File: src/rtl/sqrt_share_ctrl_if.sv
// rtl/sqrt_share_ctrl_if.sv - request/response handshake bundle for the shared sqrt controller
interface sqrt_share_ctrl_if #(
    parameter int NREQ = 4,
    parameter int IDW  = 2
);
    logic [NREQ-1:0]    req_vld;
    logic [NREQ*48-1:0] req_data;
    logic [NREQ-1:0]    req_rdy;
    logic               rsp_vld;
    logic [23:0]        rsp_data;
    logic [IDW-1:0]     rsp_id;
    logic               rsp_rdy;

    modport master (
        output req_vld, req_data, rsp_rdy,
        input  req_rdy, rsp_vld, rsp_data, rsp_id
    );

    modport slave (
        input  req_vld, req_data, rsp_rdy,
        output req_rdy, rsp_vld, rsp_data, rsp_id
    );
endinterface

File: src/rtl/sqrt_share_ctrl.sv
// rtl/sqrt_share_ctrl.sv - round-robin, credit-gated sharing of one pipelined sqrt unit
module sqrt_share_ctrl #(
    parameter int NREQ      = 4,
    parameter int LAT       = 12,
    parameter int OUT_DEPTH = 16,
    parameter int IDW       = 2
) (
    input  logic               clk,
    input  logic               rst_n,
    sqrt_share_ctrl_if.slave   bus,
    output logic [47:0]        sq_src,
    output logic               sq_vldin,
    output logic               sq_en,
    input  logic [23:0]        sq_out,
    input  logic               sq_vldout,
    output logic               err_sticky
);
    localparam int CW = $clog2(OUT_DEPTH + 1);
    localparam int WW = $clog2(LAT + 1);
    localparam int AW = $clog2(OUT_DEPTH);

    logic [WW-1:0]     warm_q, warm_d;
    logic [IDW-1:0]    ptr_q, ptr_d;
    logic [CW-1:0]     credits_q, credits_d;
    logic [LAT-1:0]    tag_vld_q, tag_vld_d;
    logic [IDW-1:0]    tag_id_q [LAT];
    logic [IDW-1:0]    tag_id_d [LAT];
    logic [IDW+23:0]   mem_q [OUT_DEPTH];
    logic [IDW+23:0]   mem_d [OUT_DEPTH];
    logic [AW-1:0]     wr_ptr_q, wr_ptr_d, rd_ptr_q, rd_ptr_d;
    logic [CW-1:0]     count_q, count_d;
    logic              err_q, err_d;

    logic              warm_done, grant_en, issue, found, wr, pop;
    logic [IDW-1:0]    gid;
    logic [NREQ-1:0]   grant;

    assign warm_done = (warm_q == WW'(LAT));
    // rst_n gating keeps every output quiet in the reset cycle itself
    assign grant_en  = rst_n && warm_done && (credits_q != '0);

    always_comb begin
        found = 1'b0;
        gid   = '0;
        grant = '0;
        for (int i = 0; i < NREQ; i++) begin
            if (!found && grant_en && bus.req_vld[(int'(ptr_q) + i) % NREQ]) begin
                found = 1'b1;
                gid   = IDW'((int'(ptr_q) + i) % NREQ);
            end
        end
        if (found) grant[gid] = 1'b1;
    end

    assign issue       = found;
    assign bus.req_rdy = grant;
    assign sq_vldin    = issue;
    assign sq_src      = issue ? bus.req_data[48*int'(gid) +: 48] : 48'd0;
    assign sq_en       = 1'b1;

    assign wr          = tag_vld_q[LAT-1];
    assign bus.rsp_vld = rst_n && (count_q != '0);
    assign pop         = bus.rsp_vld && bus.rsp_rdy;
    assign bus.rsp_id  = mem_q[rd_ptr_q][IDW+23:24];
    assign bus.rsp_data = mem_q[rd_ptr_q][23:0];
    assign err_sticky  = err_q;

    always_comb begin
        warm_d    = warm_done ? warm_q : warm_q + WW'(1);
        ptr_d     = issue ? IDW'((int'(gid) + 1) % NREQ) : ptr_q;
        credits_d = credits_q - CW'(issue) + CW'(pop);
        tag_vld_d = {tag_vld_q[LAT-2:0], issue};
        tag_id_d[0] = gid;
        for (int i = 1; i < LAT; i++) tag_id_d[i] = tag_id_q[i-1];
        // data follows the tag even when the unit's valid disagrees
        err_d     = err_q | (warm_done && (sq_vldout != wr));
        mem_d     = mem_q;
        if (wr) mem_d[wr_ptr_q] = {tag_id_q[LAT-1], sq_out};
        wr_ptr_d  = wr_ptr_q + AW'(wr);
        rd_ptr_d  = rd_ptr_q + AW'(pop);
        count_d   = count_q + CW'(wr) - CW'(pop);
    end

    always_ff @(posedge clk) begin
        if (!rst_n) begin
            warm_q    <= '0;
            ptr_q     <= '0;
            credits_q <= CW'(OUT_DEPTH);
            tag_vld_q <= '0;
            for (int i = 0; i < LAT; i++) tag_id_q[i] <= '0;
            wr_ptr_q  <= '0;
            rd_ptr_q  <= '0;
            count_q   <= '0;
            err_q     <= 1'b0;
        end else begin
            warm_q    <= warm_d;
            ptr_q     <= ptr_d;
            credits_q <= credits_d;
            tag_vld_q <= tag_vld_d;
            tag_id_q  <= tag_id_d;
            wr_ptr_q  <= wr_ptr_d;
            rd_ptr_q  <= rd_ptr_d;
            count_q   <= count_d;
            err_q     <= err_d;
        end
    end

    always_ff @(posedge clk) begin
        mem_q <= mem_d;
    end
endmodule
File: src/flat_wrapper.sv
// flat-port wrapper written by rule: the top's interface ports become plain ports
module sqrt_share_ctrl_flat 
#(
    parameter int NREQ      = 4,
    parameter int LAT       = 12,
    parameter int OUT_DEPTH = 16,
    parameter int IDW       = 2
)
  (clk, rst_n, sq_src, sq_vldin, sq_en, sq_out, sq_vldout, err_sticky, bus_req_vld, bus_req_data, bus_rsp_rdy, bus_req_rdy, bus_rsp_vld, bus_rsp_data, bus_rsp_id);
  sqrt_share_ctrl_if #(.NREQ(NREQ), .IDW(IDW)) bus_i ();
  input  logic clk;
  input  logic rst_n;
  output logic [47:0] sq_src;
  output logic sq_vldin;
  output logic sq_en;
  input  logic [23:0] sq_out;
  input  logic sq_vldout;
  output logic err_sticky;
  input wire logic [$bits(bus_i.req_vld)-1:0] bus_req_vld;
  input wire logic [$bits(bus_i.req_data)-1:0] bus_req_data;
  input wire logic [$bits(bus_i.rsp_rdy)-1:0] bus_rsp_rdy;
  output wire logic [$bits(bus_i.req_rdy)-1:0] bus_req_rdy;
  output wire logic [$bits(bus_i.rsp_vld)-1:0] bus_rsp_vld;
  output wire logic [$bits(bus_i.rsp_data)-1:0] bus_rsp_data;
  output wire logic [$bits(bus_i.rsp_id)-1:0] bus_rsp_id;
  assign bus_i.req_vld = bus_req_vld;
  assign bus_i.req_data = bus_req_data;
  assign bus_i.rsp_rdy = bus_rsp_rdy;
  assign bus_req_rdy = bus_i.req_rdy;
  assign bus_rsp_vld = bus_i.rsp_vld;
  assign bus_rsp_data = bus_i.rsp_data;
  assign bus_rsp_id = bus_i.rsp_id;
  sqrt_share_ctrl #(.NREQ(NREQ), .LAT(LAT), .OUT_DEPTH(OUT_DEPTH), .IDW(IDW)) u_core (.clk(clk), .rst_n(rst_n), .bus(bus_i), .sq_src(sq_src), .sq_vldin(sq_vldin), .sq_en(sq_en), .sq_out(sq_out), .sq_vldout(sq_vldout), .err_sticky(err_sticky));
endmodule
File: config.mk
export PLATFORM = sky130hd
export DESIGN_NAME = sqrt_share_ctrl_flat
export DESIGN_NICKNAME = d
export VERILOG_FILES = /design/src/rtl/sqrt_share_ctrl_if.sv /design/src/rtl/sqrt_share_ctrl.sv /design/src/flat_wrapper.sv
export SDC_FILE = /design/constraint.sdc
export NUM_CORES = 1
export LEC_CHECK = 0
export BUFFER_PORTS_ARGS = -buffer_cell sky130_fd_sc_hd__buf_2
export CORE_ASPECT_RATIO = 2
export CORE_UTILIZATION = 38
export DETAILED_ROUTE_END_ITERATION = 7
export GPL_ROUTABILITY_DRIVEN = 0
export HOLD_SLACK_MARGIN = 0.02
export PLACE_DENSITY = 0.58
export SYNTH_ARGS = -nofsm -noshare
export SYNTH_HDL_FRONTEND = slang
export SYNTH_SLANG_ARGS = --single-unit
File: constraint.sdc
create_clock -name clk -period 5.3 [get_ports clk]
set_input_delay 0.265 -clock clk [delete_from_list [all_inputs] [get_ports clk]]
set_output_delay 0.265 -clock clk [all_outputs]
set_load 0.01 [all_outputs]
==> Yosys cells after proc, flatten, opt, wreduce, memory -nomap -nowiden <==
Index checks and enable logic that the tools add are counted.
W data, S select, Z words.
{ "classes": {"n_mul": 1, "addsub": 11, "eq_ne": 2, "shifts": 1, "n_mux": 29, "n_reduce_logical": 22, "order_cmp": 9, "bitwise": 6} }
{ "ops": {"columns": ["operator", "n"], "rows": [
  ["$bwmux W416", 1],
  ["$shiftx A192 B32 Y48", 1],
  ["$bmux W26 S4", 1],
  ["$demux W26 S4", 1],
  ["$mux W26", 3],
  ["$mux W48", 1],
  ["$logic_and A1 B1 Y1", 14],
  ["$lt A3 B4 Y1 const B", 3],
  ["$mux W1", 12],
  ["$add A5 B1 Y5", 2],
  ["$ge A5 B5 Y1 const B", 2],
  ["$not A4 Y5", 2],
  ["$reduce_bool A5 Y1", 2],
  ["$sub A5 B1 Y5", 2],
  ["$add A4 B1 Y4", 2],
  ["$bmux W1 S2", 4],
  ["$mux W2", 4],
  ["$lt A2 B3 Y1 const B", 2],
  ["$reduce_or A2 Y1", 3],
  ["$lt A5 B1 Y1 const B", 1],
  ["$add A2 B1 Y2 const B", 2],
  ["$add A2 B2 Y2 const B", 2],
  ["$add A4 B1 Y4 const B", 1],
  ["$eq A4 B4 Y1 const B", 1],
  ["8 further kinds", 12]
]} }
{ "totals": {"reg_bits": 477, "output_inout_bits": 82, "wordCells": 117, "input_bits": 224} }

==> Logic depth before layout (Yosys ltp) <==
{ "depth": {"ltp_word": 22, "depth_mapped": 16, "mapped_depth_nobuf": 15} }

==> Worst setup path before layout <==
OpenSTA, ideal clock, no wires.
{ "synth_path": {"kind": "register -> register", "from": "register u_core.tag_vld_q[11]", "to": "register u_core.mem_q[390] in the netlist's numbering (enable)", "setup_time_ps": 442, "stages_incl_launch_ff": 4, "setup_slack_ps": 2228, "required_time_ps": 4858, "arrival_time_ps": 2631, "synth_period_minus_slack_ps": 3072, "path_cell_list": "dfxtp_1 -> inv_1 -> or3_1 -> nor3_1"} }
{ "synth_rtl": {"columns": ["element", "line", "source"], "rows": [
  ["from (decl)", "sqrt_share_ctrl.sv:25", "logic [LAT-1:0] tag_vld_q, tag_vld_d;"],
  ["from (signal assigned)", "sqrt_share_ctrl.sv:99", "tag_vld_q <= tag_vld_d;"],
  ["to (signal assigned)", "sqrt_share_ctrl.sv:109", "mem_q <= mem_d;"],
  ["to (decl)", "sqrt_share_ctrl.sv:28", "logic [IDW+23:0] mem_q [OUT_DEPTH];"]
]} }

==> Final worst setup path <==
{ "layout_path": {"from": "register u_core.credits_q[3]", "to": "output sq_src[46]"} }
{ "layout_via": {"elab_chain_len": 19} }
{ "layout_rtl": {"columns": ["element", "line", "source"], "rows": [
  ["from (decl)", "sqrt_share_ctrl.sv:24", "logic [CW-1:0] credits_q, credits_d;"],
  ["from (signal assigned)", "sqrt_share_ctrl.sv:88", "credits_q <= CW'(OUT_DEPTH);"],
  ["from (signal assigned)", "sqrt_share_ctrl.sv:98", "credits_q <= credits_d;"],
  ["$reduce_bool A5 Y1 (*)", "sqrt_share_ctrl.sv:40", "assign grant_en = rst_n && warm_done && (credits_q != '0);"],
  ["$logic_and A1 B1 Y1 (*)", "sqrt_share_ctrl.sv:40", null],
  ["$logic_and A1 B1 Y1", "sqrt_share_ctrl.sv:47", "if (!found && grant_en && bus.req_vld[(int'(ptr_q) + i) % NREQ]) begin"],
  ["$mux W1", "sqrt_share_ctrl.sv:47", null],
  ["$logic_not A1 Y1", "sqrt_share_ctrl.sv:47", null],
  ["$logic_and A1 B1 Y1 (2 in a row)", "sqrt_share_ctrl.sv:47", null],
  ["$mux W1", "sqrt_share_ctrl.sv:47", null],
  ["$logic_not A1 Y1", "sqrt_share_ctrl.sv:47", null],
  ["$logic_and A1 B1 Y1 (2 in a row)", "sqrt_share_ctrl.sv:47", null],
  ["$mux W1", "sqrt_share_ctrl.sv:47", null],
  ["$logic_not A1 Y1", "sqrt_share_ctrl.sv:47", null],
  ["$logic_and A1 B1 Y1 (2 in a row)", "sqrt_share_ctrl.sv:47", null],
  ["$mux W2", "sqrt_share_ctrl.sv:47", null],
  ["$mul A2 B2 Y4", "sqrt_share_ctrl.sv:58", "assign sq_src = issue ? bus.req_data[48*int'(gid) +: 48] : 48'd0;"],
  ["$shiftx A192 B32 Y48", "sqrt_share_ctrl.sv:58", null],
  ["$mux W48 (*)", "sqrt_share_ctrl.sv:58", null],
  ["to (decl)", "flat_wrapper.sv:13", "output logic [47:0] sq_src;"]
]} }
Mark *: on every way between the ends. The rest lies on a longest branch, timed or not.

==> metrics.cfg <==
[logic_synthesis]
synth_nets = 1383
ys_ff_latch = 477
ys.flop_type = edfxtp_1
synthCells = 1135
synth-seq-area-share_pct = 68.1
netlist_area_um2 = 20100
synth_compound_area_share_pct = 7.65
synthMuxAreaShare_pct = 14.6
ys_async_sr_fraction_pct = 0
synth-simple-area-share_pct = 5.18
yosysWarnings = 0
yosys.area_share.adder_pct = 1.57
synthDistinctLibCells = 46
avgSynthCellArea_um2 = 17.7
synth_top_family_by_area = multiplexers
synthXorXnorAreaFrac_pct = 0.565
synth_edf_count = 416

[final_layout]
final_nets = 1672
fillCellCount = 4645
syn_to_final_growth_pct = 17.8
drive_gt1_share_pct = 37.4

[clocking]
cts_buffers = 39
cts.sinks = 477
root_buffer = clkbuf_16
post_cts_resized = 0
post_cts.repair.setup_buffers = 0
postCtsHoldBufs = 0
h-tree-depth = 2
clockBufferDepth = 3
clkTransAtPathRegs_ns = 0.07
cts_tree = done
clkLatencyLatePin_ns = 0.54

[timing]
hold_viol = 0
min_period_over_period_pct = 83.2
layout_setup_ws_ns = 0.891
tightest_slew_ns = 1.19
finalSetupViolCount = 0
grt_setup_unrepaired = false
period_needed_ns = 4.41
max_freq_mhz = 227
final_max_slew_viol_count = 0
finalSetupTns_ns = 0
relSlewSlack_pct = 20.3
skew_ns = 0.0150

[power_and_ir_drop]
p_per_area_nw_per_um2 = 326
p_leak_uw = 0.00831
irDropWorstVdd_mv = 0.193

[global_routing]
antenna_found_initial = 6
grt_pass1_vias = 12600
overflow = 0
grt_max_degree = 101
track_usage_pct = 20.3
grt_pass1_wl_um = 78300

[detailed_routing]
routedWlPerCell_um = 25.3
wirelength_um = 53800
ant_nets = 0
dr_total_vias = 12000
viasPerCell = 5.67
drt_iter0_drc = 701
firstDrtPassIters = 5
drc = 0

[floorplanning]
pin_count = 306
core-area_um2 = 52600
die_h_um = 328
rows = 119
die_w_um = 165
fp.dieArea_um2 = 54000
initial_utilization_pct = 38.3

[job]
drv_cap = 0

[worst_setup_path]
crit_arrival_ns = 4.14
worst_r2r_endpoint = u_core.credits_q[4]
end_kind = output port
regToRegSetupSlack_ns = 2.03
reg2regPathDepth = 16
worstPathMaxFanout = 100
required_ns = 5.04
crit_type = reg2out
start_kind = flop
reg2reg_from = u_core.credits_q[3]

[placement]
dpl.hpwl_um = 34100
pre_cts_slack_ns = 1.58
port_buffers = 304

[run_status]
outcome = complete, no violations

[worst_hold_path]
min_from = sq_out[18]
min_to = u_core.mem_q[252]
hold_class = in2reg
whs_path_depth = 1

-- layout by cell type, fill, tap and decap left out, types with 10 or more instances in the layout --
master and n:
nor2_4 13, inv_1 23, nor2_1 67, edfxtp_1 416, o41ai_1 47, ha_1 22, o32a_1 47, dfxtp_1 57
mux4_2 130, buf_2 304, clkbuf_16 40, a21oi_1 10, buf_4 27, clkbuf_1 10, nor3_1 51, o211a_1 47
and2_1 44
-- cells by family (layout without fill, tap and decap cells) --
family                     Yosys count  count (layout)
AOI/OAI and AO/OA                  171             171
xor gates and xnor gates            13              13
adders and majority gates           24              24
buffers and inverters              109             425
DFF                                477             477
muxes                              131             131
other                                1               7
and+or+nand+nor                    209             209
-- sequential cells by signal, indices dropped and copies added (netlist names) --
register           count
u_core.mem_q         416
u_core.tag_id_d       22
u_core.tag_vld_q      12
u_core.count_q         5
u_core.credits_q       5
u_core.rd_ptr_q        4
u_core.warm_q          4
u_core.wr_ptr_q        4
u_core.ptr_q           2
u_core.tag_id_q        2
u_core.err_sticky      1
-- Yosys cell counts (2+ instances only) --
library cell,instances,area (µm²)
clkbuf_1,58,218
buf_4,2,15.0
dfxtp_1,61,1220
o21ai_0,5,25.0
nor3_1,55,275
nand3_1,4,20.0
a211oi_1,2,15.0
a21oi_1,11,55.1
o211a_1,47,470
nand2_1,6,22.5
nor2_1,80,300
mux4_2,130,2930
xor2_1,6,52.6
fa_1,2,40.0
inv_1,23,86.3
o41ai_1,47,412
xnor2_1,7,61.3
nand2b_1,5,31.3
and2_1,44,275
o32a_1,47,470
edfxtp_1,416,12500
or3_1,2,12.5
buf_2,17,85.1
o21bai_1,2,15.0
buf_6,5,56.3
nand3b_1,3,22.5
buf_1,3,11.3
a31oi_1,3,18.8
ha_1,22,275
a21o_1,2,15.0
nor2b_1,3,18.8
-- per-layer routing --
| layer | track usage, % | up-vias | wire length (µm) |
|---|---|---|---|
| met4 | 12.9 | 0 | 3600 |
| met2 | 37.1 | 558 | 29100 |
| met5 | 0 | - | 0 |
| met3 | 3.04 | 127 | 3080 |
| li1 | - | 5250 | - |
| met1 | 21.2 | 6105 | 18000 |
-- where the power goes --
part	total, µW	internal (µW)	switching (µW)
clock	2730	1490	1240
combinational	835	445	389
sequential	4160	4100	65.8
-- area by class of cell --
cell class / count / area, µm² / share of cell area [%]
flip-flops and latches: 477 / 13700 / 57.8
inverters: 24 / 90.1 / 0.380
multi-input cells: 549 / 6110 / 25.8
well taps: 665 / 832 / 3.51
clock inverters: 14 / 95.1 / 0.401
diodes: 6 / 15.0 / 0.0633
repair buffers: 333 / 1760 / 7.44
clock buffers: 54 / 1090 / 4.61
-- worst max path at each step --
stage,from,end,slack [ns],depth (start not counted)
after floorplan,u_core.tag_vld_q[11],u_core.mem_q[390],2.23,3
after global placement,u_core.credits_q[3],sq_src[46],1.58,8
after detailed placement,u_core.credits_q[3],sq_src[46],1.58,8
after CTS,u_core.credits_q[3],sq_src[46],0.99,8
after global routing,u_core.credits_q[2],sq_src[46],0.77,8
final,u_core.credits_q[3],sq_src[46],0.89,8
-- per-stage QoR --
stage / total power, µW / util, % / instances / hold slack (ns) / cell area [µm²]
final: 7730 / 45.1 / 2122 / 0.0917 / 23700
after global routing: 8000 / 45.1 / 2121 / 0.0742 / 23700
after CTS: 7820 / 45.1 / 2116 / 0.0641 / 23700
after detailed placement: 5100 / 42.9 / 2048 / 0.418 / 22500
after global placement: 5080 / 42.9 / 2048 / 0.416 / 22500
after floorplan: 4790 / - / 1135 / 0.364 / 20100
-- critical path, stage by stage, from the launching register on --
cell and delay, ns:
dfxtp_1 0.33, inv_1 0.08, ha_1 0.13, or4b_2 0.62
nand3_4 0.25, or4_4 0.88, o32ai_1 0.30, nor4bb_1 0.73
buf_2 0.27
(Power assumes the default switching activity.)
